## config.mk

```make
export PLATFORM = sky130hd
export DESIGN_NAME = mem_wb_stage
export DESIGN_NICKNAME = d
export VERILOG_FILES = /design/src/rtl/mem_wb_stage.sv
export SDC_FILE = /design/constraint.sdc
export NUM_CORES = 1
export LEC_CHECK = 0
export ABC_AREA = 1
export CAP_MARGIN = 40
export CORE_MARGIN = 2
export CORE_UTILIZATION = 48
export DETAILED_ROUTE_END_ITERATION = 6
export PLACE_DENSITY = 0.86
export SLEW_MARGIN = 20
export SYNTH_ARGS = -nofsm -noshare
export SYNTH_HDL_FRONTEND = slang
export SYNTH_SLANG_ARGS = --single-unit
```

## constraint.sdc

```tcl
create_clock -name clk -period 3.99 [get_ports clk]
set_input_delay 0.5985 -clock clk [delete_from_list [all_inputs] [get_ports clk]]
set_output_delay 0.5985 -clock clk [all_outputs]
set_load 0.1 [all_outputs]
```

## src/rtl/mem_wb_stage.sv

```systemverilog
// Memory-access and MEM/WB stage: runs loads/stores against external data memory
// over a req/ready handshake, stalls upstream while busy, and drives the register-file write port.
module mem_wb_stage #(
    parameter logic [31:0] BASE_ADDR = 32'd1024,
    parameter int unsigned ADDR_W    = 32
) (
    input  logic              clk,
    input  logic              rst,
    input  logic              wb_en_in,
    input  logic              mem_r_en_in,
    input  logic              mem_w_en_in,
    input  logic [3:0]        dest_in,
    input  logic [31:0]       alu_result_in,
    input  logic [31:0]       st_val_in,
    output logic              mem_req,
    output logic              mem_we,
    output logic [ADDR_W-1:0] mem_addr,
    output logic [31:0]       mem_wdata,
    input  logic [31:0]       mem_rdata,
    input  logic              mem_ready,
    output logic              freeze,
    output logic              wb_en,
    output logic [3:0]        dest_wb,
    output logic [31:0]       result_wb
);

    typedef enum logic [1:0] {
        ST_IDLE     = 2'b00,
        ST_ACCESS   = 2'b01,
        ST_COMPLETE = 2'b10
    } state_t;

    state_t              state_q, state_d;
    logic                mem_req_q, mem_req_d;
    logic                mem_we_q, mem_we_d;
    logic [ADDR_W-1:0]   mem_addr_q, mem_addr_d;
    logic [31:0]         mem_wdata_q, mem_wdata_d;
    logic [31:0]         rdata_q, rdata_d;
    logic                wb_en_q, wb_en_d;
    logic [3:0]          dest_wb_q, dest_wb_d;
    logic [31:0]         result_wb_q, result_wb_d;

    logic                mem_op_s;
    logic                freeze_s;
    logic [31:0]         eff_addr_s;
    logic [ADDR_W-1:0]   addr_full_s;

    assign mem_op_s    = mem_r_en_in | mem_w_en_in;
    assign eff_addr_s  = alu_result_in - BASE_ADDR;
    assign addr_full_s = ADDR_W'(eff_addr_s);

    // Stall upstream from the first cycle a memory op is seen until its data is in hand
    always_comb begin
        freeze_s = 1'b0;
        if (state_q == ST_ACCESS) begin
            freeze_s = 1'b1;
        end else if (state_q == ST_IDLE) begin
            freeze_s = mem_op_s;
        end else begin
            freeze_s = 1'b0;
        end
    end

    // Access FSM next-state and memory-interface next values
    always_comb begin
        state_d     = state_q;
        mem_req_d   = mem_req_q;
        mem_we_d    = mem_we_q;
        mem_addr_d  = mem_addr_q;
        mem_wdata_d = mem_wdata_q;
        rdata_d     = rdata_q;
        case (state_q)
            ST_IDLE: begin
                if (mem_op_s) begin
                    state_d     = ST_ACCESS;
                    mem_req_d   = 1'b1;
                    // a simultaneous read and write resolves to a read
                    mem_we_d    = mem_w_en_in & ~mem_r_en_in;
                    mem_addr_d  = {addr_full_s[ADDR_W-1:2], 2'b00};
                    mem_wdata_d = st_val_in;
                end else begin
                    state_d = ST_IDLE;
                end
            end
            ST_ACCESS: begin
                if (mem_ready) begin
                    state_d   = ST_COMPLETE;
                    mem_req_d = 1'b0;
                    rdata_d   = mem_rdata;
                end else begin
                    state_d = ST_ACCESS;
                end
            end
            ST_COMPLETE: begin
                state_d = ST_IDLE;
            end
            default: begin
                state_d   = ST_IDLE;
                mem_req_d = 1'b0;
            end
        endcase
    end

    // MEM/WB register next values: bubble while frozen, otherwise take the instruction
    always_comb begin
        wb_en_d     = 1'b0;
        dest_wb_d   = dest_wb_q;
        result_wb_d = result_wb_q;
        if (freeze_s) begin
            wb_en_d = 1'b0;
        end else begin
            wb_en_d   = wb_en_in;
            dest_wb_d = dest_in;
            if (mem_r_en_in) begin
                result_wb_d = rdata_q;
            end else begin
                result_wb_d = alu_result_in;
            end
        end
    end

    // State and output registers with synchronous reset
    always_ff @(posedge clk) begin
        if (rst) begin
            state_q     <= ST_IDLE;
            mem_req_q   <= 1'b0;
            mem_we_q    <= 1'b0;
            mem_addr_q  <= '0;
            mem_wdata_q <= 32'd0;
            rdata_q     <= 32'd0;
            wb_en_q     <= 1'b0;
            dest_wb_q   <= 4'd0;
            result_wb_q <= 32'd0;
        end else begin
            state_q     <= state_d;
            mem_req_q   <= mem_req_d;
            mem_we_q    <= mem_we_d;
            mem_addr_q  <= mem_addr_d;
            mem_wdata_q <= mem_wdata_d;
            rdata_q     <= rdata_d;
            wb_en_q     <= wb_en_d;
            dest_wb_q   <= dest_wb_d;
            result_wb_q <= result_wb_d;
        end
    end

    assign mem_req   = mem_req_q;
    assign mem_we    = mem_we_q;
    assign mem_addr  = mem_addr_q;
    assign mem_wdata = mem_wdata_q;
    assign freeze    = freeze_s;
    assign wb_en     = wb_en_q;
    assign dest_wb   = dest_wb_q;
    assign result_wb = result_wb_q;

endmodule
```

==> out/qor.yml <==
status: "complete, no violations"
diodes: 0
die_area_um2: 12640
std_cell_rows: 39
via_per_inst: 5.565
htree_levels: 4
period_share_pct: 67.42
fin_crit_ns: 2.690
ys.flop_type: "dfxtp_1"
ant_nets: 0
ys_warn_count: 0
worst_clock_skew_ns: 0.008156
yosysMostFrequentCell: "nor2_1"
max_slew_margin_pct: 44.01
fmaxAchievable_mhz: 371.8
grt_pass1_wl_mm: 36.83
port_buffers: 207
synth_seq_area_share_pct: 47.89
hold_buffers: 0
syn_avg_cell_area_um2: 7.116
yosysTopAreaCell: "dfxtp_1"
highest_layer: "met4"
rsz0062_at_grt: "false"
met1Wirelength_mm: 8.597
cts.path.max_buffers: 2
cp-end-kind: "output port"
hpwl_mm: 17.16
post_drt_wl_per_cell_um: 19.39
core_region_area_um2: 11470
final_util_pct: 88.39
crit_arrival_ns: 2.09
start_util_pct: 49.21
drcViolationCount: 0
cts_resized: 0
fin_nets: 1183
tns_ns: 0
async_flop_share_pct: 0
die_w_um: 112.4
cts_sinks: 135
startpoint_type: "input pin"
cts-root-buf: "clkbuf_16"
cts_tree: "built"
cp.required_ns: 3.39
ys_top_cells_by_area: "dfxtp_1, nor2_1, nand2_1, o21ai_0, nand3_1"
grt_usage_pct: 37.52
postRouteWirelength_mm: 23.89
p_per_area_nw_per_um2: 522.0
grt_max_degree: 81
synth-seq-cells: 135
whs_path_depth: 2
syn2layout_area_growth_pct: 79.62
final-max-slew-violation-count: 0
drt-initial-drc-count: 617
antenna_found_initial: 0
tightestPinTransition_ns: 0.8398
synth-edff-count: 0
grt_pass1_vias: 6915
gp_congestion: 0.9317
cts_inserted_buffers: 17
ir_worst_vdd_mv: 0.4170
min_path_type: "reg -> reg"
p_total_mw: 5.291
routed-wl-met2_mm: 12.08
path_clk_slew_ns: 0.06
hold_viol: 0
cp_max_fo: 25
yosys-top-cells-count: "nor2_1, dfxtp_1, nand2_1, o21ai_0, nand3_1"
reg2reg_depth: 6
die_y_um: 112.4
drive_above_1_share_pct: 13.87
synth_top_area_share_pct: 47.89
p_leak_nw: 4.356
synthCells: 793
wl_met3_mm: 1.903
vias: 6856
detail_route.first_pass.iterations: 5
setup-violations-final: 0
place_area_um2: 9532
cts_setup_buffers: 0
synth_area_um2: 5643
insertion_delay_ns: 0.42
design_area_um2: 10140
fillers: 553
synth_cell_type_count: 26
gr-total-overflow: 0
design.portCount: 210
drv_cap: 0
critPathKind: "in -> out"
## kinds of logic after synthesis
family | synth area share, %
AND/OR/NAND/NOR | 28.63
XOR/XNOR | 0.9313
adder cells (fa/ha/maj) | 0.2217
AO/OA/AOI/OAI | 14.90
flip-flops | 47.89
buffers and inverters | 7.361
other | 0.06646
## final timing paths
kind	from	to	slack, ns
worst max-delay path	mem_w_en_in	freeze	1.30
worst min-delay path	rdata_q[26]	rdata_q[26]	0.46
worst max register to register	state_q[0]	rdata_q[21]	1.97
worst min register to register	rdata_q[26]	rdata_q[26]	0.46
## worst max-delay path, cell delays in order
cell             delay [ns]
clkdlybuf4s50_1        0.50
or2_1                  0.12
nand2_2                0.05
inv_2                  0.12
nor2_8                 0.04
inv_2                  0.41
buf_12                 0.24
## where the power goes
part	internal (mW)	switching, mW
clock network	0.987	0.621
registers	1.48	0.0848
logic	0.762	1.35
## routing by layer
layer,track usage [%],vias to the layer above
li1,-,3119
met1,42.11,3151
met2,65.82,472
met3,8.477,114
met4,20.81,0
met5,0,-
## registers in the layout, indices dropped and copies added (netlist names)
signal and flops:
rdata_q 32, result_wb 32, wb_en 1, mem_we 1
dest_wb 4, mem_addr 30, mem_wdata 32, state_q 2
mem_req 1
## per-stage QoR
step,hold slack [ns],setup WS [ns],std cells
floorplan,0.4364,1.777,794
global placement,0.4472,1.388,1098
detailed placement,0.4522,1.307,1200
CTS,0.4623,1.306,1232
global route,0.4691,1.190,1232
finish,0.4615,1.300,1232
## cells in the final DEF, fill, tap and decap left out, drive strengths merged
cell type	n
buf	112
a31oi	2
nor2	195
clkinvlp	3
inv	46
or2	3
clkbuf	18
o21ai	96
nand3	68
xor2	6
and3	1
a211oi	1
clkinv	6
o211a	13
bufinv	3
nand2	128
conb	2
clkdlybuf4s50	205
ha	1
dfxtp	135
nand4	3
a21oi	42
## final cells by class
class	count	area [µm²]	area share, %
Clock buffer	18	429.2	4.234
Clock inverter	14	175.2	1.728
Inverter	44	165.2	1.629
Multi-Input combinational cell	561	2529	24.95
Sequential cell	135	2703	26.66
Tap cell	143	178.9	1.765
Timing Repair Buffer	317	3956	39.03
No activity file was read; power rests on OpenSTA's default activity.
